### config.mk
export PLATFORM = sky130hd
export DESIGN_NAME = secure_reg_file
export DESIGN_NICKNAME = d
export VERILOG_FILES = /design/src/rtl/secure_reg_file.sv
export SDC_FILE = /design/constraint.sdc
export NUM_CORES = 1
export LEC_CHECK = 0
export ABC_CLOCK_PERIOD_IN_PS = 10750
export BUFFER_PORTS_ARGS = -buffer_cell sky130_fd_sc_hd__buf_2
export CAP_MARGIN = 20
export CORE_MARGIN = 8
export CORE_UTILIZATION = 50
export CTS_CLUSTER_DIAMETER = 40
export DETAILED_ROUTE_END_ITERATION = 8
export HOLD_SLACK_MARGIN = 0.06
export PLACE_DENSITY = 0.68
export SLEW_MARGIN = 40
export SYNTH_ARGS = -nofsm -noshare
export SYNTH_HDL_FRONTEND = slang
export SYNTH_SLANG_ARGS = --single-unit
### constraint.sdc
create_clock -name CLK -period 10.75 [get_ports CLK]
set_input_delay 2.6875 -clock CLK [delete_from_list [all_inputs] [get_ports CLK]]
set_output_delay 2.6875 -clock CLK [all_outputs]
set_load 0.03 [all_outputs]
### src/rtl/secure_reg_file.sv
// Purpose: CPU register file with two combinational read ports and one write port.
//   The upper protected registers accept writes only from the privileged user ID.
//   Refused protected writes feed a violation counter and a lockout FSM with a
//   privileged unlock followed by a fixed cooldown.
// Latency: reads are combinational. An accepted write commits at the next CLK edge.
//   WR_ACK or WR_DENY is a registered pulse in the cycle after the write.
// Backpressure: none. A write is accepted, denied or ignored in its own cycle and never stalls.
// Ports:
//   CLK, RST_N                     clock (rising edge), asynchronous active-low reset
//   RF_ADR1, RF_ADR2, RF_RS1/2     two combinational read ports
//   RF_WA, RF_EN, RF_WD            write port
//   U_ID, UNLOCK                   current user ID; unlock request
//   WR_ACK, WR_DENY                one-cycle write outcome pulses
//   VIOL_CNT, LOCKED               security monitor outputs
module secure_reg_file #(
  parameter int DW           = 16,
  parameter int DEPTH        = 16,
  parameter int IDW          = 16,
  parameter int PROT_BASE    = 13,
  parameter int PRIV_ID      = 31,
  parameter int MAX_VIOL     = 3,
  parameter int COOLDOWN_CYC = 4,
  parameter int BYPASS       = 1,
  localparam int AW          = $clog2(DEPTH)
) (
  input  logic           CLK,
  input  logic           RST_N,
  input  logic [AW-1:0]  RF_ADR1,
  input  logic [AW-1:0]  RF_ADR2,
  input  logic [AW-1:0]  RF_WA,
  input  logic           RF_EN,
  input  logic [DW-1:0]  RF_WD,
  input  logic [IDW-1:0] U_ID,
  input  logic           UNLOCK,
  output logic [DW-1:0]  RF_RS1,
  output logic [DW-1:0]  RF_RS2,
  output logic           WR_ACK,
  output logic           WR_DENY,
  output logic [3:0]     VIOL_CNT,
  output logic           LOCKED
);

  localparam int         CDW  = $clog2(COOLDOWN_CYC + 1);
  localparam logic [3:0] MAXV = 4'(MAX_VIOL);

  typedef enum logic [1:0] {
    ST_OPEN,
    ST_LOCKED,
    ST_COOLDOWN
  } state_t;

  state_t         state_q, state_d;
  logic [3:0]     viol_q, viol_d;
  logic [CDW-1:0] cd_q, cd_d;
  logic [DW-1:0]  mem_q [DEPTH];

  logic priv;
  logic open_priv;
  logic wa_ok;
  logic wa_prot;
  logic wr_acc;
  logic wr_den;
  logic viol_evt;
  logic byp1;
  logic byp2;

  // A read address is visible unless it is register 0, out of range, or a
  // protected register while the reader lacks privilege or the FSM is not OPEN.
  function automatic logic rd_ok(input logic [AW-1:0] adr, input logic prot_open);
    return (adr != '0) && (int'(adr) < DEPTH) &&
           ((int'(adr) < PROT_BASE) || prot_open);
  endfunction

  assign priv      = (U_ID == IDW'(PRIV_ID));
  assign open_priv = priv && (state_q == ST_OPEN);

  // Register 0 and out-of-range addresses drop the write silently: no ACK, no DENY.
  assign wa_ok   = (RF_WA != '0) && (int'(RF_WA) < DEPTH);
  assign wa_prot = (int'(RF_WA) >= PROT_BASE);

  assign wr_acc = RF_EN && wa_ok && (!wa_prot || open_priv);
  assign wr_den = RF_EN && wa_ok && wa_prot && !open_priv;
  // A refusal in OPEN can only come from a missing privilege, so it counts as a violation.
  // Refusals in LOCKED or COOLDOWN are not counted.
  assign viol_evt = wr_den && (state_q == ST_OPEN);

  // ---------------------------------------------------------------------------
  // Storage
  // ---------------------------------------------------------------------------
  always_ff @(posedge CLK or negedge RST_N) begin
    if (!RST_N) begin
      for (int i = 0; i < DEPTH; i++) begin
        mem_q[i] <= '0;
      end
    end else if (wr_acc) begin
      mem_q[RF_WA] <= RF_WD;
    end
  end

  // ---------------------------------------------------------------------------
  // Lockout FSM: state register
  // ---------------------------------------------------------------------------
  always_ff @(posedge CLK or negedge RST_N) begin
    if (!RST_N) begin
      state_q <= ST_OPEN;
      viol_q  <= '0;
      cd_q    <= '0;
    end else begin
      state_q <= state_d;
      viol_q  <= viol_d;
      cd_q    <= cd_d;
    end
  end

  // ---------------------------------------------------------------------------
  // Lockout FSM: next state
  // ---------------------------------------------------------------------------
  always_comb begin
    state_d = state_q;
    viol_d  = viol_q;
    cd_d    = cd_q;
    unique case (state_q)
      ST_OPEN: begin
        if (viol_evt) begin
          if (viol_q != MAXV) begin
            viol_d = viol_q + 4'd1;
          end
          if ((viol_q + 4'd1) == MAXV) begin
            state_d = ST_LOCKED;
          end
        end
      end
      ST_LOCKED: begin
        if (UNLOCK && priv) begin
          state_d = ST_COOLDOWN;
          cd_d    = CDW'(COOLDOWN_CYC);
        end
      end
      ST_COOLDOWN: begin
        // The counter is loaded with COOLDOWN_CYC on entry. Leaving when it reads 1
        // gives exactly COOLDOWN_CYC cycles in this state.
        if (cd_q == CDW'(1)) begin
          state_d = ST_OPEN;
          viol_d  = '0;
          cd_d    = '0;
        end else begin
          cd_d = cd_q - CDW'(1);
        end
      end
      default: begin
        state_d = ST_OPEN;
      end
    endcase
  end

  // ---------------------------------------------------------------------------
  // Write outcome pulses
  // ---------------------------------------------------------------------------
  always_ff @(posedge CLK or negedge RST_N) begin
    if (!RST_N) begin
      WR_ACK  <= 1'b0;
      WR_DENY <= 1'b0;
    end else begin
      WR_ACK  <= wr_acc;
      WR_DENY <= wr_den;
    end
  end

  // ---------------------------------------------------------------------------
  // Read ports
  // ---------------------------------------------------------------------------
  // Only an accepted write is forwarded, so a denied write can never leak its data.
  assign byp1 = (BYPASS != 0) && wr_acc && (RF_WA == RF_ADR1);
  assign byp2 = (BYPASS != 0) && wr_acc && (RF_WA == RF_ADR2);

  always_comb begin
    RF_RS1 = '0;
    if (rd_ok(RF_ADR1, open_priv)) begin
      RF_RS1 = byp1 ? RF_WD : mem_q[RF_ADR1];
    end
  end

  always_comb begin
    RF_RS2 = '0;
    if (rd_ok(RF_ADR2, open_priv)) begin
      RF_RS2 = byp2 ? RF_WD : mem_q[RF_ADR2];
    end
  end

  assign VIOL_CNT = viol_q;
  assign LOCKED   = (state_q == ST_LOCKED);

endmodule

==> qor.csv <==
metric,value,unit
H-tree Lvls,2,
gpl congestion,0.8689,
top_reg_cell synth,dfrtp_1,
Overflow after GRT,0,
number of synthesized flops with an enable pin,0,
Cells after Synth,1196,
Synth cell types,56,
Total Wirelength,42550,µm
Top Ports,87,
final worst-path cycle share,76.49,%
Initial Util,50.95,%
Final setup viols,0,
crit path time final,8.223,ns
syn_nets,1248,
antenna-violating nets left,0,
vias in the first global route,10860,
asr flop ratio synth,100.0,%
"commonest cells after routing, fill and taps aside","267 x dfrtp_1, 130 x mux2_2, 122 x nand2_1",
clock tree buffer depth,3,
Slew @ Worst Pin,0.8357,ns
DRT Pass-1 Iters,5,
worst skew pair latency,0.53,ns
largest net degree at the start of global routing,160,
Critical Path RT,8.06,ns
nets@finish,1285,
post-cts resize count,0,
Total Power,3229,µW
"Seq/Total Area, Yosys",45.44,%
Die Wd,187.5,µm
Die Ht,187.5,µm
endpoints failing hold,0,
fmax,121.6,MHz
CTS Hold Bufs,0,
synth warn,0,
DRC Markers,0,
peak supply drop,0.1067,mV
RSZ-0062 raised after global routing,false,
"leading cell type in the layout, fill and taps excluded",dfrtp_1,
total CTS buffers,42,
worst hold path class,reg -> reg,
area delta synth->final,14.36,%
Worst Setup Start Kind,input port,
WS Path Type,in -> out,
"FF+latch count, synth",267,
Num Clock Sinks,267,
DRT iter0 DRCs,929,
Mean Syn Cell Area,12.29,µm²
Pleak,0.007461,µW
PD cells,192.0,nW/µm²
postcts setup bufs,0,
kind of end point of the critical path,output port,
initial antenna violation count,2,
Layout Skew,0.01293,ns
root buffer cell,clkbuf_16,
synthesized cell area,14700,µm²
Vias/cell,6.353,
layout cells sized above 1,36.42,%
crit path DAT,5.54,ns
Setup Total Neg Slack,0,ns
outcome,finished clean,
Rel. slew slack,44.15,%
clk slew on worst S/H paths,0.05,ns
r2r setup slk,8.01,ns
PortBufs,86,
Max Cap Violations,0,
Std-Cell Rows,62,
overall routing resource usage,24.15,%
global-route wire length before repair,66610,µm
Detail Placement HPWL,26260,µm
"critical path fanouts, max",17,
wire length per cell,25.80,µm
via count,10480,
die area,35150,µm²
fin. max-slew vios,0,
core area,28860,µm²
CTS tree,done,
[cell families after synthesis]
| kind of cell | count (synthesis) | share of synthesized area [%] |
|---|---|---|
| compound gates | 219 | 9.378 |
| xor+xnor | 9 | 0.5362 |
| fa+ha+maj | 4 | 0.3404 |
| buf+inv | 149 | 4.229 |
| flops | 267 | 45.44 |
| mux | 338 | 33.48 |
| simple gates | 210 | 6.595 |
[metrics by stage]
stage | setup slack (ns) | utilization (%) | area, µm² | hold WS (ns) | std cells
after floorplan | 3.023 | - | 14700 | 0.4413 | 1196
after global placement | 2.426 | 53.12 | 15330 | 0.3778 | 1563
after detailed placement | 2.500 | 53.39 | 15410 | 0.3836 | 1569
after CTS | 2.492 | 57.91 | 16710 | 0.3949 | 1643
after global routing | 2.475 | 58.27 | 16810 | 0.4052 | 1649
final | 2.527 | 58.27 | 16810 | 0.3901 | 1649
[critical path, stage by stage]
cell      delay (ns)
buf_2           0.09
or4_4           0.52
or4_4           0.67
a211o_1         0.65
o211ai_4        0.42
o22ai_1         0.24
buf_2           0.24
[cell usage after synthesis, drive strengths merged (6+ instances only)]
cell type	instances	area, µm²
mux2i	80	800.8
o21ai	114	570.5
nor4	8	101.3
a32o	15	150.1
buf	25	156.4
mux2	160	1914
a21oi	23	115.1
nor2	48	180.2
mux4	98	2207
o22ai	19	118.9
dfrtp	267	6681
o221ai	15	131.4
xnor2	8	70.07
nand2	122	457.9
a221oi	15	131.4
nand2b	6	37.54
clkbuf	101	379.1
inv	23	86.33
[flip-flops by register name, summed over array words and instances, names as in the netlist]
name,flops
WR_DENY,1
WR_ACK,1
cd_q,3
mem_q,256
state_q,2
VIOL_CNT,4
[routing by layer]
layer  track usage, %  wire (µm)  vias up
li1                 -          -     4542
met1            31.02      16740     5411
met2            39.76      21130      427
met3            4.288       3263       96
met4            10.45       1414        0
met5                0          0        -
[area by class of cell]
| class | instances | area (µm²) |
|---|---|---|
| sequential | 267 | 6681 |
| timing repair buffer | 119 | 795.8 |
| clock buffer | 55 | 1130 |
| multi-input combinational | 780 | 7460 |
| tap | 384 | 480.5 |
| fill | 2356 | 12040 |
| inverter | 23 | 86.33 |
| clock inverter | 19 | 176.4 |
| antenna | 2 | 5.005 |
[power by group]
part / switching [µW] / internal, µW
sequential: 133 / 1170
combinational: 343 / 314
clock: 475 / 789
total: 952 / 2280
[final timing paths]
check / depth (start not counted) / to / from
max in group asynchronous: 4 / mem_q[119]$_DFFE_PN0P_ / RST_N
max reg2reg: 5 / mem_q[31]$_DFFE_PN0P_ / state_q[1]$_DFFE_PN0P_
min: 0 / mem_q[249]$_DFFE_PN0P_ / mem_q[249]$_DFFE_PN0P_
max: 7 / RF_RS1[5] / U_ID[9]
min in group asynchronous: 1 / mem_q[36]$_DFFE_PN0P_ / RST_N
min reg2reg: 0 / mem_q[249]$_DFFE_PN0P_ / mem_q[249]$_DFFE_PN0P_
Note: power is estimated with default switching activity, not from simulation.
